==> src/rtl/mem_bridge.sv <==
// ---------------------------------------------------------------------------
// mem_bridge
//   Memory interface stage that sits behind the multicycle controller. It turns
//   the controller's one-cycle mem_read / mem_write / IorD strobes into a
//   req/ack transaction on a slow, single-ported unified memory. It returns read
//   data to the datapath and holds mem_busy high, so the controller stalls until
//   the access completes.
//
// Optional feature macro: MEM_TIMEOUT_EN
//   When defined, a REQ cycle counter abandons an access that has not been
//   acknowledged after TIMEOUT cycles. The access still completes with a done
//   pulse and raises err. When undefined, REQ waits for m_ack indefinitely.
//
// Parameters
//   ADDR_W   address width (byte address, word aligned)
//   DATA_W   data word width
//   TIMEOUT  maximum REQ cycles without m_ack (MEM_TIMEOUT_EN only), >= 2
//
// Ports
//   clk, rst           rising-edge clock, asynchronous active-low reset
//   mem_read/mem_write controller strobes (write wins if both are high)
//   IorD               0: use pc_addr (fetch), 1: use alu_addr (data)
//   pc_addr, alu_addr  candidate addresses
//   wdata              store data
//   rdata              registered read data, held until the next read completes
//   mem_busy           stall to controller (combinational)
//   done               one-cycle completion pulse
//   err                sticky error (misaligned address, or timeout)
//   m_req/m_we/m_addr/m_wdata  memory request side, stable while m_req is high
//   m_rdata/m_ack      memory response, m_ack is a one-cycle pulse
//   o_dbg_state        current FSM state, for debug and checkers
//
// Handshake: m_req rises in the cycle after a strobe is accepted. m_addr, m_we
// and m_wdata then stay constant until a clock edge that samples m_ack=1. That
// edge drops m_req. m_ack is only looked at while in REQ; at any other time it
// is ignored.
// ---------------------------------------------------------------------------
module mem_bridge #(
  parameter int ADDR_W  = 32,
  parameter int DATA_W  = 32,
  parameter int TIMEOUT = 16
) (
  input  logic              clk,
  input  logic              rst,
  input  logic              mem_read,
  input  logic              mem_write,
  input  logic              IorD,
  input  logic [ADDR_W-1:0] pc_addr,
  input  logic [ADDR_W-1:0] alu_addr,
  input  logic [DATA_W-1:0] wdata,
  output logic [DATA_W-1:0] rdata,
  output logic              mem_busy,
  output logic              done,
  output logic              err,
  output logic              m_req,
  output logic              m_we,
  output logic [ADDR_W-1:0] m_addr,
  output logic [DATA_W-1:0] m_wdata,
  input  logic [DATA_W-1:0] m_rdata,
  input  logic              m_ack,
  output logic [1:0]        o_dbg_state
);

  typedef enum logic [1:0] {
    S_IDLE = 2'd0,
    S_REQ  = 2'd1,
    S_DONE = 2'd2
  } state_t;

  state_t            r_state;
  logic [DATA_W-1:0] r_rdata;
  logic              r_done;
  logic              r_err;
  logic              r_m_req;
  logic              r_m_we;
  logic [ADDR_W-1:0] r_m_addr;
  logic [DATA_W-1:0] r_m_wdata;

  logic              w_start;
  logic [ADDR_W-1:0] w_addr;

  assign w_start = mem_read | mem_write;
  assign w_addr  = IorD ? alu_addr : pc_addr;

`ifdef MEM_TIMEOUT_EN
  localparam int CNT_W = $clog2(TIMEOUT + 1);
  logic [CNT_W-1:0] r_cnt;
`else
  // TIMEOUT only matters when the timeout feature is built in.
  logic w_unused_timeout;
  assign w_unused_timeout = (TIMEOUT > 0);
`endif

  always_ff @(posedge clk or negedge rst) begin
    if (!rst) begin
      r_state   <= S_IDLE;
      r_rdata   <= '0;
      r_done    <= 1'b0;
      r_err     <= 1'b0;
      r_m_req   <= 1'b0;
      r_m_we    <= 1'b0;
      r_m_addr  <= '0;
      r_m_wdata <= '0;
`ifdef MEM_TIMEOUT_EN
      r_cnt     <= '0;
`endif
    end else begin
      case (r_state)
        S_IDLE: begin
          if (w_start) begin
            r_m_addr  <= w_addr;
            r_m_wdata <= wdata;
            r_m_we    <= mem_write;
            // A misaligned access never reaches the memory. It still finishes
            // with a done pulse, so the controller is not left stalled.
            if (w_addr[1:0] != 2'b00) begin
              r_err   <= 1'b1;
              r_done  <= 1'b1;
              r_state <= S_DONE;
            end else begin
              r_m_req <= 1'b1;
              r_state <= S_REQ;
`ifdef MEM_TIMEOUT_EN
              r_cnt   <= '0;
`endif
            end
          end
        end

        S_REQ: begin
          if (m_ack) begin
            if (!r_m_we) begin
              r_rdata <= m_rdata;
            end
            r_m_req <= 1'b0;
            r_done  <= 1'b1;
            r_state <= S_DONE;
          end
`ifdef MEM_TIMEOUT_EN
          // r_cnt counts the REQ cycles already spent. TIMEOUT-1 means this is
          // the TIMEOUT-th REQ cycle.
          else if (r_cnt == CNT_W'(TIMEOUT - 1)) begin
            r_m_req <= 1'b0;
            r_err   <= 1'b1;
            r_done  <= 1'b1;
            r_state <= S_DONE;
          end else begin
            r_cnt <= r_cnt + 1'b1;
          end
`endif
        end

        S_DONE: begin
          // Strobes arriving here are left for the following IDLE cycle.
          r_done  <= 1'b0;
          r_state <= S_IDLE;
        end

        default: begin
          r_done  <= 1'b0;
          r_m_req <= 1'b0;
          r_state <= S_IDLE;
        end
      endcase
    end
  end

  // The stall has to be seen in the strobe cycle itself, so in IDLE it follows
  // the strobe combinationally. It drops in DONE so the controller advances on
  // the same edge that ends the done pulse.
  always_comb begin
    mem_busy = 1'b0;
    case (r_state)
      S_IDLE:  mem_busy = w_start;
      S_REQ:   mem_busy = 1'b1;
      S_DONE:  mem_busy = 1'b0;
      default: mem_busy = 1'b0;
    endcase
  end

  assign rdata       = r_rdata;
  assign done        = r_done;
  assign err         = r_err;
  assign m_req       = r_m_req;
  assign m_we        = r_m_we;
  assign m_addr      = r_m_addr;
  assign m_wdata     = r_m_wdata;
  assign o_dbg_state = r_state;

endmodule

==> config.mk <==
export PLATFORM = sky130hd
export DESIGN_NAME = mem_bridge
export DESIGN_NICKNAME = d
export VERILOG_FILES = /design/src/rtl/mem_bridge.sv
export SDC_FILE = /design/constraint.sdc
export NUM_CORES = 1
export LEC_CHECK = 0
export ABC_AREA = 0
export BUFFER_PORTS_ARGS = -buffer_cell sky130_fd_sc_hd__buf_2
export CELL_PAD_IN_SITES_DETAIL_PLACEMENT = 1
export CELL_PAD_IN_SITES_GLOBAL_PLACEMENT = 1
export CORE_MARGIN = 2
export CORE_UTILIZATION = 35
export DETAILED_ROUTE_END_ITERATION = 10
export PLACE_DENSITY_LB_ADDON = 0.25
export SLEW_MARGIN = 10
export SYNTH_ARGS = -nofsm -noshare
export SYNTH_HDL_FRONTEND = slang
export SYNTH_SLANG_ARGS = --single-unit
==> constraint.sdc <==
create_clock -name clk -period 1.79 [get_ports clk]
set_clock_uncertainty 0.05 [all_clocks]
set_input_delay 0.358 -clock clk [delete_from_list [all_inputs] [get_ports clk]]
set_output_delay 0.358 -clock clk [all_outputs]
set_load 0.01 [all_outputs]
==> results.cfg, run 1 <==
[clock_network]
numCtsBuffers = 9
cts_tree = done
cts.sinks = 102
cts_buffer_depth = 2
cts-root-buf = clkbuf_16
htree_levels = 3
clk_latency_ns = 0.34
path_clk_slew_ns = 0.07

[floorplan]
num_rows = 41
placeableCoreArea_um2 = 12500
fp.dieH_um = 117
die_area_um2 = 13600
die_w_um = 117
initial_utilization = 0.355
num_io_pins = 237

[detailed_routing]
routed_wl_mm = 11.0
via_per_inst = 4.53
drtPass1Iterations = 4
vias = 3097
drc = 0
postRouteAntennaNets = 0
wl_per_cell_um = 16.0
initialDrtViolationCount = 95

[global_routing]
grt_usage = 0.162
antenna_found_initial = 0
grt-ovfl-total = 0
grt_pass1_vias = 3274
grt_pass1_wl_mm = 16.8
grt_max_degree = 63

[status]
status = finished, final reports clean

[synthesis]
seq_area_frac_synth = 0.575
synthAdderAreaFrac = 0
syn-instance-count = 263
netlist_area_um2 = 4440
synth-compound-area-share = 0.0203
ys.warnings.count = 0
syn_nets = 397
synth-seq-cells = 102
synthMuxAreaShare = 0.357
synth_top_family_by_area = multiplexers
synth-xor-area-share = 0
syn_area_per_cell_um2 = 16.9
synth_simple_gate_area_frac = 0.0115
yosysUniqueCellTypes = 24

[critical_path]
slowest_delay_ns = 0.40
critPathSlowestCell = dfrtp_1
crit_buf_inv = 2
critPathKind = register to output pin
crit_family = flip-flops
start_kind = register
cp_max_fo = 6
end_kind = output pin
required_ns = 1.38
arrival_ns = 1.28
path_cells = buf_4 > nor3_2 > nor2_1 > buf_2

[power]
power.density_nw_per_um2 = 1490
power_leakage_nw = 3.10
ir_drop_mv = 0.724
totalPowerFinal_mw = 9.14

[placement]
place.detailed.hpwl_mm = 8.34
io_buffers = 236
gp_congestion = 0.720

[finish]
multi_input_area_um2 = 1730
seq_area_um2 = 2550
fillers = 1349
n_antenna_cell = 0
postLayoutCoreUtil = 0.489
syn_to_final_growth_pct = 37.7
final_nets = 641
layout-drive-gt1-share = 0.766

[timing]
setup_tns_ns = 0
timing_hold_violations_final = 0
post-route-period-util = 0.943
maxSlewViolCount = 0
rsz0062_at_grt = no
slew_headroom = 0.765
holdWs_ns = 0.200
setup_viol = 0
finalCriticalPeriod_ns = 1.69
tightest_slew_ns = 0.352
fmax_mhz = 593

[worst_hold_path]
hp-class = input pin to register

[flow_run]
max-cap-violations = 0
-- repair_timing --
action	4_1_cts	5_1_grt
buffers inserted	0	0
setup endpoints to repair	0	1
hold buffers	1	0
gates resized for setup	0	1
hold endpoints to repair	60	0
-- cell type report --
cell class                 instances  share of cell area
clock buffer                      12              0.0387
sequential                       102               0.417
tap                              172              0.0352
timing repair buffer             247               0.222
multi-input combinational        147               0.283
clock inverter                     4             0.00389
-- synthesized netlist by cell type --
cell / instances / share of area
buf_8: 1 / 0.0034
nor3_1: 1 / 0.0011
dfrtp_1: 102 / 0.57
mux2_4: 38 / 0.13
a21oi_1: 1 / 0.0011
o22ai_1: 1 / 0.0014
nand2_1: 1 / 0.00084
buf_2: 4 / 0.0045
mux2_2: 90 / 0.23
a21o_1: 1 / 0.0017
a22o_1: 2 / 0.0039
nand2b_1: 1 / 0.0014
nor2_4: 1 / 0.0025
nor2_2: 1 / 0.0014
o21bai_1: 1 / 0.0017
buf_4: 2 / 0.0034
nor2_1: 1 / 0.00084
nor3b_1: 1 / 0.0017
o32ai_2: 1 / 0.0037
o21ai_0: 3 / 0.0034
o21a_4: 1 / 0.0034
buf_12: 4 / 0.018
nand3b_1: 1 / 0.0017
buf_6: 3 / 0.0076
-- per-stage QoR --
stage	setup WS, ns	instances	area (um2)
after floorplan	0.248	263	4440
after global placement	0.167	667	5840
after detailed placement	0.104	667	5840
after CTS	0.0643	684	6110
after global routing	0.0301	684	6110
final	0.102	684	6110
-- cells by family after synthesis --
kind of cell / Yosys count
AO/OA/AOI/OAI: 11
AND/OR/NAND/NOR: 8
flip-flops: 102
multiplexers: 128
buffers and inverters: 14
-- layout by cell type (no fill, tap or decap) --
cell type,Yosys,layout
clkbuf_16,0,9
a21o_1,1,1
dlygate4sd3_1,0,1
nor2_2,1,1
clkinv_2,0,3
o32ai_2,1,1
o22ai_1,1,1
nor3_2,0,1
nor3b_1,1,1
a21oi_1,1,1
o21bai_1,1,1
nand2_1,1,1
buf_4,2,4
nor2_4,1,1
a22o_1,2,2
dfrtp_1,102,102
mux2_4,38,38
nand3b_1,1,1
nand2b_1,1,1
o21a_4,1,1
clkinv_4,0,1
nor2_1,1,1
clkbuf_1,0,3
o21ai_0,3,3
buf_12,4,7
buf_2,4,235
mux2_2,90,90
-- path summary, 6_finish.rpt --
| path | startpoint | slack (ns) | endpoint | depth (start not counted) |
|---|---|---|---|---|
| max | o_dbg_state[0] | 0.10 | mem_busy | 4 |
| min | wdata[16] | 0.20 | m_wdata[16] | 2 |
| max reg2reg | o_dbg_state[1] | 0.12 | m_addr[31] | 4 |
| min reg2reg | err | 0.42 | err | 1 |
| max in group asynchronous | rst | 0.87 | m_addr[12] | 3 |
| min in group asynchronous | rst | 0.48 | rdata[24] | 3 |
-- registers in the layout (all words and copies together) (netlist names) --
register     flops
err              1
m_req            1
done             1
m_addr          32
m_wdata         32
rdata           32
o_dbg_state      2
m_we             1
-- metal layers --
metal | global-route usage | wire, um | share of wire
met1 | 0.197 | 4410 | 0.40
met2 | 0.265 | 5290 | 0.48
met3 | 0.0571 | 1050 | 0.096
met4 | 0.0612 | 217 | 0.020
met5 | 0 | 0 | 0
-- where the power goes --
group	switching [mW]	internal, mW	leakage, nW	total (mW)
logic	1.59	1.99	1.75	3.58
clock network	0.818	0.941	0.130	1.76
registers	0.515	3.28	1.22	3.80
Note: power is estimated with default switching activity, not from simulation.
==> run 2, diff against run 1 <==
Settings changed: PLACE_DENSITY from default to 0.76, PLACE_DENSITY_LB_ADDON 0.25 to default.
==> results.cfg, run 2 (same netlist as run 1, synthesis figures left out) <==
[status]
status = finished, final reports clean

[detailed_routing]
dr_wl_met2_mm = 5.68
via_per_inst = 4.58
met1_length_mm = 4.35
postRouteAntennaNets = 0
wl_per_cell_um = 16.5
initialDrtViolationCount = 105
routed.top_layer = met4
drc = 0
drtPass1Iterations = 4
wl_met3_mm = 1.05
vias = 3120
routed_wl_mm = 11.2

[power]
combPwrFrac = 0.389
seqPwrFrac = 0.413
intPower_mw = 6.34
ir_drop_mv = 0.646
power.density_nw_per_um2 = 1510
switching_share = 0.315
p_switching_mw = 2.91
clockPowerShare = 0.198
power_leakage_nw = 3.10

[placement]
placed_area_um2 = 5820
gp_congestion = 0.738
io_buffers = 236
place.detailed.hpwl_mm = 8.71

[clock_network]
numCtsBuffers = 9
path_clk_slew_ns = 0.06
cts-root-buf = clkbuf_16
cts_buffer_depth = 2
cts_tree = done
htree_levels = 3
cts.sinks = 102
clk_latency_ns = 0.33

[finish]
layout-drive-gt1-share = 0.768
syn_to_final_growth_pct = 37.7
final_common_cell = buf_2
postLayoutCoreUtil = 0.489
fillers = 1379
final_nets = 642
final_cell_mix = 235 x buf_2, 102 x dfrtp_1, 90 x mux2_2
n_antenna_cell = 0
stdcell_area_um2 = 6120

[global_routing]
grt-ovfl-total = 0
grt_pass1_vias = 3271
grt_usage = 0.163
antenna_found_initial = 0
grt_pass1_wl_mm = 16.8
grt_max_degree = 60

[timing]
fmax_mhz = 596
setup_viol = 0
slew_headroom = 0.687
rsz0062_at_grt = no
maxSlewViolCount = 0
post-route-period-util = 0.937
setup_tns_ns = 0
tightest_slew_ns = 0.470
timing_hold_violations_final = 0
finalCriticalPeriod_ns = 1.68

[floorplan]
initial_utilization = 0.355
die_area_um2 = 13600
num_io_pins = 237
placeableCoreArea_um2 = 12500
die_w_um = 117
fp.dieH_um = 117
num_rows = 41

[critical_path]
required_ns = 1.38
end_kind = output pin
critPathSlowestCell = dfrtp_1
arrival_ns = 1.27
path_cells = buf_4 > nor3_2 > nor2_1 > buf_2
critPathKind = register to output pin
cp_max_fo = 6
start_kind = register
slowest_delay_ns = 0.39

[worst_hold_path]
hp-class = input pin to register

[flow_run]
max-cap-violations = 0
## run 2: worst paths after layout
kind | start | to | slack (ns) | cells after the start
setup reg to reg | o_dbg_state[1] | m_wdata[20] | 0.13 | 4
hold / removal | wdata[14] | m_wdata[14] | 0.20 | 2
hold reg to reg | err | err | 0.43 | 1
setup / recovery | o_dbg_state[0] | mem_busy | 0.11 | 4
max in group asynchronous | rst | rdata[15] | 0.64 | 3
min in group asynchronous | rst | m_addr[10] | 0.42 | 2
## run 2: routing by layer
layer / global-route usage / vias up
li1: - / 1428
met1: 0.183 / 1545
met2: 0.286 / 136
met3: 0.0623 / 11
met4: 0.0525 / 0
met5: 0 / -
## run 2: what timing repair did
item,4_1_cts,5_1_grt
setup buffers,0,2
endpoints found under the hold margin,23,0
setup endpoints to repair,0,5
gates resized for setup,0,1
hold buffers,1,0
## run 2: power groups by stage
stage               clock (mW)  sequential, mW  combinational (mW)
floorplan                    0            4.29                1.66
global placement             0            3.81                3.52
detailed placement           0            3.86                3.64
CTS                       1.91            3.84                3.65
global route              2.00            3.96                3.88
finish                    1.83            3.82                3.60
## run 2: layout make-up
class | count | area [um2] | area share
Multi-Input combinational cell | 147 | 1730 | 0.283
Sequential cell | 102 | 2550 | 0.417
Timing Repair Buffer | 248 | 1350 | 0.221
Tap cell | 172 | 215 | 0.0352
Clock inverter | 2 | 37.5 | 0.00614
Clock buffer | 10 | 229 | 0.0374
## run 2: critical path: cells and delay by family (launching register included)
family	cells	cell delay, ns
buf+inv	2	0.31
flops	1	0.39
simple gates	2	0.23
## run 2: per-stage QoR
| step | setup slack [ns] | total power [mW] | cells | hold slack, ns |
|---|---|---|---|---|
| after floorplan | 0.248 | 5.95 | 263 | 0.0124 |
| after global placement | 0.130 | 7.33 | 666 | 0.230 |
| after detailed placement | 0.0712 | 7.50 | 666 | 0.232 |
| after CTS | 0.0316 | 9.40 | 679 | 0.178 |
| after global routing | 0.0376 | 9.84 | 681 | 0.184 |
| final | 0.112 | 9.25 | 681 | 0.197 |
